--- src/rtl/patch_addr_gen_if.sv ---
// Sample-address stream from patch_addr_gen to its consumer.
// master drives the beat (valid, address, band mask, flags); slave drives ready.
interface patch_addr_gen_if #(
    parameter int ADDR_DW  = 16,
    parameter int NUM_BAND = 4
);
    logic                addr_valid;
    logic                addr_ready;
    logic [ADDR_DW-1:0]  addr_out;
    logic [NUM_BAND-1:0] band_mask;
    logic                pix_oob;
    logic                last_kp;
    logic                last_all;

    modport master (
        output addr_valid, addr_out, band_mask, pix_oob, last_kp, last_all,
        input  addr_ready
    );

    modport slave (
        input  addr_valid, addr_out, band_mask, pix_oob, last_kp, last_all,
        output addr_ready
    );
endinterface

--- src/rtl/patch_addr_gen.sv ---
// patch_addr_gen: for each stored keypoint, fetches its centre address and
// emits one address beat per pixel of a disc of radius RADIUS around it,
// tagged with concentric band membership.
// Optional feature: define BORDER_CLIP_EN to flag (pix_oob) and zero out
// beats whose pixel falls outside the IMG_W x IMG_H image instead of wrapping.
module patch_addr_gen #(
    parameter int IMG_W    = 256,
    parameter int IMG_H    = 256,
    parameter int RADIUS   = 8,
    parameter int NUM_BAND = 4,
    parameter int ADDR_DW  = 16,
    parameter int KP_AW    = 9,
    parameter int WAIT_CYC = 2
) (
    input  logic               clk,
    input  logic               rst,
    input  logic               start,
    input  logic [KP_AW-1:0]   kp_cnt,
    output logic [KP_AW-1:0]   kp_rd_addr,
    input  logic [ADDR_DW-1:0] kp_data,
    patch_addr_gen_if.master   addr_bus,
    output logic               busy,
    output logic               done
);
    localparam int WLOG = $clog2(IMG_W);
    localparam int CW   = $clog2(RADIUS + 1) + 1;
    localparam int SQW  = $clog2(2 * RADIUS * RADIUS + 1);
    localparam int WCW  = $clog2(WAIT_CYC + 1);

    localparam logic signed [CW-1:0] R_POS = CW'(RADIUS);
    localparam logic signed [CW-1:0] R_NEG = CW'(-RADIUS);

    if ((1 << WLOG) != IMG_W) begin : g_bad_img_w
        $error("patch_addr_gen: IMG_W must be a power of two");
    end
    if (IMG_H < 1) begin : g_bad_img_h
        $error("patch_addr_gen: IMG_H must be at least 1");
    end
    if (WAIT_CYC < 1) begin : g_bad_wait
        $error("patch_addr_gen: WAIT_CYC must be at least 1");
    end

    typedef enum logic [1:0] {S_IDLE, S_FETCH, S_SCAN, S_DONE} state_t;

    state_t                 state;
    logic [KP_AW-1:0]       idx;
    logic [KP_AW-1:0]       cnt;
    logic [WCW-1:0]         wcnt;
    logic [ADDR_DW-1:0]     centre;
    logic signed [CW-1:0]   dy;
    logic signed [CW-1:0]   dx;

    logic [CW-1:0]          adx, ady;
    logic [SQW-1:0]         ax, ay, d2;
    logic                   in_disc;
    logic [NUM_BAND-1:0]    band;
    int unsigned            rb;
    logic [ADDR_DW-1:0]     dy_ext, dx_ext, addr;
    logic                   at_last;
    logic                   last_idx;
    logic                   oob;
`ifdef BORDER_CLIP_EN
    int                     xi, yi;
`endif

    // Geometry of the current scan position: distance, bands, address, clip.
    always_comb begin
        rb       = 0;
        adx      = dx[CW-1] ? CW'(-dx) : dx;
        ady      = dy[CW-1] ? CW'(-dy) : dy;
        ax       = SQW'(adx);
        ay       = SQW'(ady);
        d2       = ax * ax + ay * ay;
        in_disc  = (d2 <= SQW'(RADIUS * RADIUS));
        band     = '0;
        for (int unsigned b = 0; b < NUM_BAND; b++) begin
            rb      = (RADIUS * (b + 1)) / NUM_BAND;
            band[b] = (32'(d2) <= rb * rb);
        end
        dy_ext   = ADDR_DW'(dy);
        dx_ext   = ADDR_DW'(dx);
        addr     = centre + (dy_ext << WLOG) + dx_ext;
        at_last  = (dy == R_POS) && (dx == '0);
        last_idx = (idx == cnt - KP_AW'(1));
`ifdef BORDER_CLIP_EN
        xi  = int'({1'b0, centre[WLOG-1:0]}) + int'(dx);
        yi  = int'(centre >> WLOG) + int'(dy);
        oob = (xi < 0) || (xi >= IMG_W) || (yi < 0) || (yi >= IMG_H);
`else
        oob = 1'b0;
`endif
    end

    // Control FSM with registered stream, memory-index and status outputs.
    always_ff @(posedge clk) begin
        if (rst) begin
            state               <= S_IDLE;
            idx                 <= '0;
            cnt                 <= '0;
            wcnt                <= '0;
            centre              <= '0;
            dy                  <= R_NEG;
            dx                  <= R_NEG;
            kp_rd_addr          <= '0;
            busy                <= 1'b0;
            done                <= 1'b0;
            addr_bus.addr_valid <= 1'b0;
            addr_bus.addr_out   <= '0;
            addr_bus.band_mask  <= '0;
            addr_bus.pix_oob    <= 1'b0;
            addr_bus.last_kp    <= 1'b0;
            addr_bus.last_all   <= 1'b0;
        end else begin
            case (state)
                S_IDLE: begin
                    done <= 1'b0;
                    if (start) begin
                        cnt        <= kp_cnt;
                        idx        <= '0;
                        kp_rd_addr <= '0;
                        wcnt       <= '0;
                        busy       <= 1'b1;
                        if (kp_cnt == '0) begin
                            state <= S_DONE;
                            done  <= 1'b1;
                        end else begin
                            state <= S_FETCH;
                        end
                    end
                end
                S_FETCH: begin
                    if (wcnt == WCW'(WAIT_CYC - 1)) begin
                        centre <= kp_data;
                        dy     <= R_NEG;
                        dx     <= R_NEG;
                        state  <= S_SCAN;
                    end else begin
                        wcnt <= wcnt + WCW'(1);
                    end
                end
                S_SCAN: begin
                    if (addr_bus.addr_valid && !addr_bus.addr_ready) begin
                        state <= S_SCAN;
                    end else if (addr_bus.addr_valid && addr_bus.last_kp) begin
                        // (+R,0) is the final in-disc point; later raster positions are never visited.
                        addr_bus.addr_valid <= 1'b0;
                        addr_bus.last_kp    <= 1'b0;
                        addr_bus.last_all   <= 1'b0;
                        if (last_idx) begin
                            state <= S_DONE;
                            done  <= 1'b1;
                        end else begin
                            idx        <= idx + KP_AW'(1);
                            kp_rd_addr <= idx + KP_AW'(1);
                            wcnt       <= '0;
                            state      <= S_FETCH;
                        end
                    end else begin
                        if (in_disc) begin
                            addr_bus.addr_valid <= 1'b1;
                            addr_bus.addr_out   <= oob ? '0 : addr;
                            addr_bus.band_mask  <= oob ? '0 : band;
                            addr_bus.pix_oob    <= oob;
                            addr_bus.last_kp    <= at_last;
                            addr_bus.last_all   <= at_last && last_idx;
                        end else begin
                            addr_bus.addr_valid <= 1'b0;
                            addr_bus.last_kp    <= 1'b0;
                            addr_bus.last_all   <= 1'b0;
                        end
                        if (dx == R_POS) begin
                            dx <= R_NEG;
                            dy <= dy + CW'(1);
                        end else begin
                            dx <= dx + CW'(1);
                        end
                    end
                end
                S_DONE: begin
                    done  <= 1'b0;
                    busy  <= 1'b0;
                    state <= S_IDLE;
                end
                default: state <= S_IDLE;
            endcase
        end
    end
endmodule

--- src/flat_wrapper.sv ---
// flat-port wrapper written by rule: the top's interface ports become plain ports
module patch_addr_gen_flat 
#(
    parameter int IMG_W    = 256,
    parameter int IMG_H    = 256,
    parameter int RADIUS   = 8,
    parameter int NUM_BAND = 4,
    parameter int ADDR_DW  = 16,
    parameter int KP_AW    = 9,
    parameter int WAIT_CYC = 2
)
  (clk, rst, start, kp_cnt, kp_rd_addr, kp_data, busy, done, addr_bus_addr_valid, addr_bus_addr_out, addr_bus_band_mask, addr_bus_pix_oob, addr_bus_last_kp, addr_bus_last_all, addr_bus_addr_ready);
  patch_addr_gen_if #(.ADDR_DW(ADDR_DW), .NUM_BAND(NUM_BAND)) addr_bus_i ();
  input  logic clk;
  input  logic rst;
  input  logic start;
  input  logic [KP_AW-1:0] kp_cnt;
  output logic [KP_AW-1:0] kp_rd_addr;
  input  logic [ADDR_DW-1:0] kp_data;
  output logic busy;
  output logic done;
  output wire logic [$bits(addr_bus_i.addr_valid)-1:0] addr_bus_addr_valid;
  output wire logic [$bits(addr_bus_i.addr_out)-1:0] addr_bus_addr_out;
  output wire logic [$bits(addr_bus_i.band_mask)-1:0] addr_bus_band_mask;
  output wire logic [$bits(addr_bus_i.pix_oob)-1:0] addr_bus_pix_oob;
  output wire logic [$bits(addr_bus_i.last_kp)-1:0] addr_bus_last_kp;
  output wire logic [$bits(addr_bus_i.last_all)-1:0] addr_bus_last_all;
  input wire logic [$bits(addr_bus_i.addr_ready)-1:0] addr_bus_addr_ready;
  assign addr_bus_addr_valid = addr_bus_i.addr_valid;
  assign addr_bus_addr_out = addr_bus_i.addr_out;
  assign addr_bus_band_mask = addr_bus_i.band_mask;
  assign addr_bus_pix_oob = addr_bus_i.pix_oob;
  assign addr_bus_last_kp = addr_bus_i.last_kp;
  assign addr_bus_last_all = addr_bus_i.last_all;
  assign addr_bus_i.addr_ready = addr_bus_addr_ready;
  patch_addr_gen #(.IMG_W(IMG_W), .IMG_H(IMG_H), .RADIUS(RADIUS), .NUM_BAND(NUM_BAND), .ADDR_DW(ADDR_DW), .KP_AW(KP_AW), .WAIT_CYC(WAIT_CYC)) u_core (.clk(clk), .rst(rst), .start(start), .kp_cnt(kp_cnt), .kp_rd_addr(kp_rd_addr), .kp_data(kp_data), .addr_bus(addr_bus_i), .busy(busy), .done(done));
endmodule
--- config.mk ---
export PLATFORM = sky130hd
export DESIGN_NAME = patch_addr_gen_flat
export DESIGN_NICKNAME = d
export VERILOG_FILES = /design/src/rtl/patch_addr_gen_if.sv /design/src/rtl/patch_addr_gen.sv /design/src/flat_wrapper.sv
export SDC_FILE = /design/constraint.sdc
export NUM_CORES = 1
export LEC_CHECK = 0
export ABC_CLOCK_PERIOD_IN_PS = 7620
export CAP_MARGIN = 40
export CORE_ASPECT_RATIO = 1.4
export CORE_MARGIN = 4
export CORE_UTILIZATION = 55
export CTS_BUF_LIST = sky130_fd_sc_hd__clkbuf_16
export DETAILED_ROUTE_END_ITERATION = 10
export GPL_ROUTABILITY_DRIVEN = 0
export PLACE_DENSITY = 0.84
export SYNTH_ARGS = -nofsm -noshare
export SYNTH_HDL_FRONTEND = slang
export SYNTH_SLANG_ARGS = --single-unit
--- constraint.sdc ---
create_clock -name clk -period 7.62 [get_ports clk]
set_input_delay 1.524 -clock clk [delete_from_list [all_inputs] [get_ports clk]]
set_output_delay 1.524 -clock clk [all_outputs]
set_load 0.02 [all_outputs]
# Word-level counts from Yosys, hierarchy flattened
# Index checks and enable logic that the tools add are counted.
# W data, S select, Z words.
[totals]
register_bits = 73
out_inout_bits = 35
in_bits = 29
word_cells = 117
[op_classes]
n_mux = 43
eq_ne = 17
n_reduce_logical = 24
n_bitwise = 2
n_mul = 2
magnitude_cmp = 5
add_sub_neg = 10
[op_table]
columns = ["operator", "count"]
rows = [
  ["$mux W5", 9],
  ["$mux W9", 4],
  ["$add A16 B16 Y16", 2],
  ["$mux W2", 11],
  ["$pmux W5 S2", 2],
  ["$pmux W9 S2", 1],
  ["$le A8 B7 Y1 const B", 2],
  ["$mul A5 B5 Y8", 2],
  ["$mux W1", 12],
  ["$reduce_and A4 Y1", 3],
  ["$add A5 B2 Y5 const B", 2],
  ["$eq A5 B5 Y1 const B", 2],
  ["$ne A2 B2 Y1 const B", 5],
  ["$neg A5 Y5", 2],
  ["$reduce_and A5 Y1", 2],
  ["$add A9 B1 Y9 const B", 1],
  ["$eq A9 B9 Y1", 1],
  ["$logic_not A9 Y1", 1],
  ["$sub A9 B1 Y9 const B", 1],
  ["$add A8 B8 Y8", 1],
  ["$le A8 B3 Y1 const B", 1],
  ["$le A8 B5 Y1 const B", 1],
  ["$le A8 B6 Y1 const B", 1],
  ["$ne A2 B1 Y1 const B", 4],
  ["18 further kinds", 30],
]

# Depth between registers and ports, before layout
# Gate-level depths: netlist (run 1).
[logic_depth]
word_depth = 7
ltp_mapped = 23
mapped_depth_nobuf = 21

# Least setup slack after synthesis (run 1)
# No wires, ideal clock.
[synth_path]
path_kind = "register -> register"
startpoint = "reg u_core.dy[0]"
endpoint = "reg u_core.addr_bus.addr_out[6]"
required_ns = 7.492
stages_incl_launch_ff = 23
arrival_ns = 6.098
period_less_slack_ns = 6.226
path_buffers = 2
setup_time_ns = 0.128
path_slack_ns = 1.394
cell_sequence = "dfxtp_1 -> clkbuf_1 -> inv_1 -> ha_1 -> a21o_1 -> a32oi_1 -> inv_1 -> fa_1 -> inv_1 -> fa_1 -> fa_1 -> inv_1 -> fa_1 -> fa_1 -> ha_1 -> o21ai_0 -> o21bai_1 -> a21oi_1 -> xnor3_1 -> nand2_1 -> buf_2 -> mux2i_1 -> nor2_1"
[synth_between]
elab_chain_len = 6
[synth_lines]
columns = ["item", "line", "rtl"]
rows = [
  ["start, declared", "patch_addr_gen.sv:50", "logic signed [CW-1:0] dy;"],
  ["start signal, assigned", "patch_addr_gen.sv:173", "dy <= dy + CW'(1);"],
  ["$neg A5 Y5", "patch_addr_gen.sv:70", "ady = dy[CW-1] ? CW'(-dy) : dy;"],
  ["$mux W5 (*)", "patch_addr_gen.sv:70", ""],
  ["$mul A5 B5 Y8 (*)", "patch_addr_gen.sv:73", "d2 = ax * ax + ay * ay;"],
  ["$add A8 B8 Y8 (*)", "patch_addr_gen.sv:73", ""],
  ["$le A8 B7 Y1 (*)", "patch_addr_gen.sv:74", "in_disc = (d2 <= SQW'(RADIUS * RADIUS));"],
  ["$reduce_and A4 Y1 (no line) (*)", "-", ""],
  ["end signal, assigned", "patch_addr_gen.sv:161", "addr_bus.addr_out <= oob ? '0 : addr;"],
  ["end, declared", "patch_addr_gen_if.sv:16", "output addr_valid, addr_out, band_mask, pix_oob, last_kp, last_all,"],
]
# Every way passes the cells marked *; elsewhere a longest branch is shown, timed or not.
# A chain may end at the register's enable or synchronous reset.

# Worst setup path in the final report (run 1)
[layout_path]
startpoint = "reg u_core.dy[0]"
endpoint = "reg u_core.addr_bus.addr_out[3]"
# The elaborated chain is that of the path after synthesis.

==> impl_metrics.tcl, run 1 <==
set metrics [dict create \
    dieArea_sq_um 11400 \
    slowest_stage "dfxtp_1" \
    syn_inst 644 \
    finalSetupViolations 0 \
    min-delay-start "u_core.addr_bus.band_mask[3]" \
    io_buffer_count 62 \
    antenna_found_initial 0 \
    cp_max_fo 26 \
    routed_wl_mm 12.8 \
    tightest_slew_ns 0.697 \
    cp-start-kind "flip-flop" \
    pin_count 64 \
    root_buffer "clkbuf_16" \
    path_class "reg2reg" \
    hpwl_mm 9.67 \
    synth-main-ff-cell "dfxtp_1" \
    hold_end "u_core.addr_bus.band_mask[3]" \
    worst_path_dominant_cell_family "adder cells" \
    area_delta_synth_final_pct 18.4 \
    die_width_um 91.5 \
    first_pass_iters 5 \
    synth.top_cell.area_share_pct 27.2 \
    track_usage_pct 22.7 \
    muxShareOfSynthArea_pct 3.36 \
    min_period_over_period_pct 87.1 \
    clock-sinks 73 \
    finalHoldViolCount 0 \
    cts_hold_buf 0 \
    critPathMaxStageDelay_ns 0.62 \
    hold_depth 2 \
    maxSlewHeadroom_pct 53.6 \
    fin_skew_ns 0.00809 \
    rows 42 \
    cp_num_buf_inv 5 \
    cts.htree.levels 3 \
    ys_top_cells_by_area "dfxtp_1 (27%), ha_1 (12%), fa_1 (9.3%)" \
    crit-reg2reg-capture "u_core.addr_bus.addr_out[3]" \
    initial_core_util_pct 56.4 \
    finalSetupTns_ns 0 \
    grt_pass1_wl_mm 21.3 \
    antenna_cells 0 \
    cts_made_buffers 9 \
    cts.clk_slew.worst_paths_ns 0.06 \
    syn_avg_cell_area_sq_um 8.34 \
    async_reset_ff_share_pct 0 \
    clk_latency_ns 0.34 \
    cts_setup_buffers 0 \
    power_density_nw_per_um2 238 \
    worstPathCellList "inv_1 -> ha_1 -> a21o_1 -> a32oi_1 -> inv_1 -> fa_1 -> inv_1 -> fa_1 -> fa_1 -> inv_1 -> fa_1 -> fa_1 -> ha_1 -> a211oi_1 -> o21bai_1 -> a21oi_1 -> xnor3_1 -> nand2_1 -> buf_4 -> mux2i_1 -> nor2_1" \
    synth-xor-area-share_pct 7.43 \
    hold_class "reg2reg" \
    reg2regPathDepth 21 \
    peakVddDrop_v 0.000103 \
    final.min_clock_period_ns 6.63 \
    wl_per_cell_um 15.4 \
    overflow 0 \
    nNetsFinal 800 \
    cts_buffer_depth 2 \
    viasPerCell 5.78 \
    ys_warn_count 0 \
    syn-cell-area_sq_um 5370 \
    yosysSeqAreaShare_pct 27.2 \
    cts_tree "built" \
    path_common_cell "fa_1" \
    dpl.cell_count 816 \
    rsz0062_at_grt "false" \
    yosys.area_share.simple_pct 20.5 \
    fmaxAchievable_mhz 151 \
    drc_errors 0 \
    leakage_nw 2.68 \
    worstReg2RegStart "u_core.dy[0]" \
    drive_above_1_share_pct 3.86 \
    synth_top_family_by_area "adder cells" \
    cp.required_ns 7.82 \
    ff2ff_setup_slack_ns 0.99 \
    end_kind "flip-flop" \
    synth-seq-cells 73 \
    die_y_um 125 \
    core_sq_um 9510 \
    maxSlewViolCount 0 \
    synth_compound_area_share_pct 15.2 \
    drtAntennaViolNets 0 \
    ys_types 60 \
    synth_top_cell_by_area "dfxtp_1" \
    post_cts_resize_count 0 \
    outcome "finished clean" \
    grt_max_degree 67 \
    synth_edf_count 0 \
    worst_ep_arrival_time_ns 6.84 \
    vias 4805 \
    stdcell_count 832 \
    cp_num_cells 21 \
    synth_fa_ha_area_share_pct 21.2 \
    drv_cap 0 \
    drtIter0Drc 254 \
    grt_pass1_vias 4687 \
]
cells in the final DEF, fill, tap and decap left out, types with 6 or more instances in the layout:
| cell | n |
|---|---|
| xor2_1 | 14 |
| a21oi_1 | 56 |
| nor3_1 | 8 |
| clkdlybuf4s50_1 | 61 |
| dfxtp_1 | 73 |
| clkbuf_16 | 9 |
| nand2_1 | 94 |
| mux2i_1 | 18 |
| inv_1 | 43 |
| fa_1 | 25 |
| a21o_1 | 7 |
| nand4_1 | 9 |
| o31ai_1 | 6 |
| nor2_1 | 51 |
| nand2b_1 | 6 |
| o21ai_0 | 24 |
| ha_1 | 51 |
| xnor2_1 | 29 |
| nand3_1 | 19 |
| nor2b_1 | 7 |
cell usage after synthesis (4+ instances only):
cell type   n
nand2_1    94
dfxtp_1    73
a21oi_1    56
ha_1       51
nor2_1     51
inv_1      43
xnor2_1    29
fa_1       25
o21ai_0    24
clkbuf_1   23
nand3_1    19
mux2i_1    18
xor2_1     14
nand4_1     9
nor3_1      8
a21o_1      7
nor2b_1     7
nand2b_1    6
o31ai_1     6
a211oi_1    5
and2_1      5
or3_1       5
or4_1       5
a31oi_1     4
nand3b_1    4
nor4_1      4
o21a_1      4
area by class of cell:
class                      count  area, sq um
inverter                      43          161
multi-input combinational    503         3650
clock inverter                 7         61.3
timing repair buffer          65          638
sequential                    73         1460
fill                         753         3150
clock buffer                   9          225
tap                          132          165
report_power, final:
part	switching, W	leakage, nW	internal [W]
Clock	0.000159	0.144	0.000250
Combinational	0.000372	1.95	0.000272
Sequential	0.0000390	0.591	0.000423
Total	0.000571	2.68	0.000945
worst reg2reg max path, cell delays in order, from the launching register on:
cell and delay [ns]:
dfxtp_1 0.62, inv_1 0.15, ha_1 0.39, a21o_1 0.18, a32oi_1 0.28, inv_1 0.12
fa_1 0.55, inv_1 0.06, fa_1 0.49, fa_1 0.52, inv_1 0.05, fa_1 0.56
fa_1 0.43, ha_1 0.26, a211oi_1 0.32, o21bai_1 0.12, a21oi_1 0.19, xnor3_1 0.44
nand2_1 0.08, buf_4 0.35, mux2i_1 0.29, nor2_1 0.05
kinds of logic after synthesis:
family                   after synthesis
AO/OA/AOI/OAI                        131
XOR/XNOR                              44
adder cells (fa/ha/maj)               76
buffers and inverters                 70
flip-flops                            73
multiplexers                          18
other                                  1
AND/OR/NAND/NOR                      231
layer usage:
| metal | part of all wire (%) | vias to the layer above | GRT usage (%) |
|---|---|---|---|
| met5 | 0 | - | 0 |
| met4 | 4.0 | 0 | 11.6 |
| met3 | 4.9 | 47 | 3.56 |
| met2 | 54 | 166 | 42.6 |
| met1 | 37 | 2273 | 23.8 |
| li1 | - | 2319 | - |
flip-flops by register name, indices dropped and copies added, names as in the netlist:
name and cells:
u_core.addr_bus.addr_out 16, u_core.centre 16, u_core.cnt 9, u_core.idx 9, u_core.dx 5, u_core.dy 5, u_core.addr_bus.band_mask 4, u_core.state 2
u_core.wcnt 2, u_core.addr_bus.addr_valid 1, u_core.addr_bus.last_all 1, u_core.addr_bus.last_kp 1, u_core.busy 1, u_core.done 1
worst max path at each step:
stage,startpoint,end,slack (ns)
final,u_core.dy[0],u_core.addr_bus.addr_out[3],0.99
after global routing,u_core.dy[0],u_core.addr_bus.addr_out[3],0.54
after CTS,u_core.dy[0],u_core.addr_bus.addr_out[3],0.99
after detailed placement,u_core.dy[0],u_core.addr_bus.addr_out[13],1.02
after global placement,u_core.dy[0],u_core.addr_bus.last_all,1.33
after floorplan,u_core.dy[0],u_core.addr_bus.addr_out[6],1.39
stage by stage:
step / utilization [%] / area (sq um) / power [W] / setup slack (ns) / hold WS [ns]
2_1_floorplan: - / 5380 / 0.000942 / 1.39 / 0.440
3_3_place_gp: 63.8 / 6070 / 0.00108 / 1.33 / 0.434
3_5_place_dp: 63.8 / 6070 / 0.00111 / 1.02 / 0.453
4_1_cts: 66.9 / 6360 / 0.00152 / 0.986 / 0.460
5_1_grt: 66.9 / 6360 / 0.00161 / 0.540 / 0.485
6_report: 66.9 / 6360 / 0.00152 / 0.985 / 0.453
No activity file was read; power rests on OpenSTA's default activity.
==> run 2: changes to the inputs <==
--- a/config.mk
+++ b/config.mk
@@ -5,15 +5,15 @@
 export SDC_FILE = /design/constraint.sdc
 export NUM_CORES = 1
 export LEC_CHECK = 0
-export ABC_CLOCK_PERIOD_IN_PS = 7620
+export ABC_CLOCK_PERIOD_IN_PS = 5400
 export CAP_MARGIN = 40
 export CORE_ASPECT_RATIO = 1.4
 export CORE_MARGIN = 4
-export CORE_UTILIZATION = 55
+export CORE_UTILIZATION = 52
 export CTS_BUF_LIST = sky130_fd_sc_hd__clkbuf_16
 export DETAILED_ROUTE_END_ITERATION = 10
 export GPL_ROUTABILITY_DRIVEN = 0
-export PLACE_DENSITY = 0.84
+export PLACE_DENSITY = 0.83
 export SYNTH_ARGS = -nofsm -noshare
 export SYNTH_HDL_FRONTEND = slang
 export SYNTH_SLANG_ARGS = --single-unit
==> constraint.sdc (replaced) <==
create_clock -name clk -period 5.4 [get_ports clk]
set_input_delay 1.08 -clock clk [delete_from_list [all_inputs] [get_ports clk]]
set_output_delay 1.08 -clock clk [all_outputs]
set_load 0.02 [all_outputs]
==> impl_metrics.tcl, run 2 (synthesized netlist as in run 1, its figures left out) <==
set metrics [dict create \
    finalHoldViolCount 0 \
    drc_errors 0 \
    cts.htree.levels 3 \
    leakage_nw 2.90 \
    fmaxAchievable_mhz 181 \
    path_class "reg2reg" \
    maxSlewHeadroom_pct 50.6 \
    antenna_cells 0 \
    drv_cap 0 \
    peakVddDrop_v 0.000159 \
    reg.largest.list "u_core.addr_bus.addr_out: 16 flops, u_core.centre: 16 flops" \
    cts_buffer_depth 2 \
    track_usage_pct 23.2 \
    cts_made_buffers 9 \
    setup_ws_ns -0.132 \
    wl_per_cell_um 16.1 \
    overflow 0 \
    hpwl_mm 10.2 \
    outcome "finished with violations" \
    worstPathCellList "inv_4 -> ha_4 -> a21o_1 -> a32oi_2 -> inv_1 -> fa_1 -> inv_1 -> fa_1 -> fa_1 -> inv_2 -> fa_1 -> fa_1 -> ha_4 -> o21ai_2 -> o21bai_1 -> a21oi_1 -> xnor3_2 -> nand2_4 -> buf_6 -> clkbuf_16 -> mux2i_1 -> nor2_1" \
    slowest_stage "fa_1" \
    initial_core_util_pct 53.7 \
    clk_latency_ns 0.34 \
    first_pass_iters 5 \
    die_width_um 93.9 \
    finalSetupViolations 12 \
    area_delta_synth_final_pct 26.0 \
    routed_wl_mm 13.9 \
    cp.required_ns 5.63 \
    maxSlewViolCount 0 \
    pin_count 64 \
    core_sq_um 10000 \
    rsz0062_at_grt "true" \
    min_period_over_period_pct 102 \
    final.min_clock_period_ns 5.53 \
    rows 43 \
    dieArea_sq_um 12000 \
    die_y_um 128 \
    drive_above_1_share_pct 10.5 \
    viasPerCell 5.74 \
    cts_tree "built" \
    worst_ep_arrival_time_ns 5.76 \
    fin_skew_ns 0.00581 \
    fin_hold_ws_ns 0.462 \
    vias 4949 \
    grt_pass1_wl_mm 22.5 \
    nNetsFinal 827 \
    nFillCells 763 \
    io_buffer_count 62 \
    cts.clk_slew.worst_paths_ns 0.05 \
    antenna_found_initial 0 \
    critPathMaxStageDelay_ns 0.61 \
    final_common_cell "nand2_1" \
    grt_max_degree 35 \
    violations "negative setup slack" \
    end_kind "flip-flop" \
    tightest_slew_ns 0.742 \
    finalSetupTns_ns -1.07 \
    final_cell_mix "nand2_1 (93), dfxtp_1 (69), clkdlybuf4s50_1 (61)" \
    drtAntennaViolNets 0 \
    clock-sinks 73 \
    grt_pass1_vias 4950 \
    cp-start-kind "flip-flop" \
    cp_max_fo 5 \
    root_buffer "clkbuf_16" \
    drtIter0Drc 297 \
    hold_class "reg2reg" \
    power_density_nw_per_um2 339 \
    path_common_cell "fa_1" \
]
run 2: cell types whose count changed in the layout (fill, tap and decap cells not counted), moves of 2 or more:
cell	change
o21ai_0	-2
dfxtp_1	-4
xnor2_1	-2
ha_1	-2
a21oi_1	-5
buf_12	+3
a21oi_2	+5
xnor2_2	+2
dfxtp_2	+4
clkinv_2	-3
inv_2	+2
buf_6	+3
ha_4	+2
buf_4	+20
run 2: report_power, final:
part	leakage, nW	internal (W)	switching [W]	total [W]
Combinational	2.15	0.000448	0.000577	0.00103
Clock	0.158	0.000396	0.000221	0.000617
Sequential	0.591	0.000597	0.0000512	0.000648
run 2: metrics by stage:
step | utilization [%] | std cells | area, sq um | power [W] | setup WS, ns
after global placement | 62.4 | 833 | 6240 | 0.00155 | 0.0938
after CTS | 66.4 | 855 | 6640 | 0.00224 | -0.0216
after floorplan | - | 646 | 5450 | 0.00134 | 0.0431
final | 67.6 | 862 | 6760 | 0.00229 | -0.132
after global routing | 67.6 | 862 | 6760 | 0.00243 | -0.330
after detailed placement | 62.6 | 834 | 6260 | 0.00160 | -0.0462
run 2: metal layers:
| metal | up-vias | share of wire, % | GRT usage, % | routed length [um] |
|---|---|---|---|---|
| met5 | - | 0 | 0 | 0 |
| met4 | 0 | 3.5 | 11.1 | 483 |
| met3 | 39 | 4.5 | 3.99 | 623 |
| met2 | 158 | 54 | 42.5 | 7450 |
| met1 | 2380 | 38 | 25.5 | 5310 |
| li1 | 2372 | - | - | - |
run 2: worst max-delay path, delay by kind of cell, from the launching register on:
kind	cells	cell delay, ns
adder cells (fa/ha/maj)	7	3.09
buffers and inverters	6	0.50
multiplexers	1	0.19
XOR/XNOR	1	0.32
AND/OR/NAND/NOR	2	0.18
AO/OA/AOI/OAI	5	0.79
flip-flops	1	0.35
run 2: path summary, 6_finish.rpt:
kind / end / from / slack, ns / depth (start not counted)
setup / recovery: u_core.addr_bus.addr_out[3] / u_core.dy[1] / -0.13 / 22
hold / removal: u_core.centre[0] / u_core.centre[0] / 0.46 / 2
setup reg to reg: u_core.addr_bus.addr_out[3] / u_core.dy[1] / -0.13 / 22
hold reg to reg: u_core.centre[0] / u_core.centre[0] / 0.46 / 2
run 2: repair_timing:
item,4_1_cts,5_1_grt
buffers inserted,4,7
gates resized for setup,6,18
pin swaps,1,21
endpoints found under the setup margin,18,23
cloned,1,1
hold buffers,0,0
run 2: cell type report:
class | count | area [sq um] | share of cell area [%]
clock buffers | 9 | 225 | 3.33
clock inverters | 7 | 78.8 | 1.17
inverters | 43 | 164 | 2.42
multi-input cells | 503 | 3750 | 55.5
flip-flops and latches | 73 | 1470 | 21.7
well taps | 135 | 169 | 2.50
repair buffers | 92 | 907 | 13.4
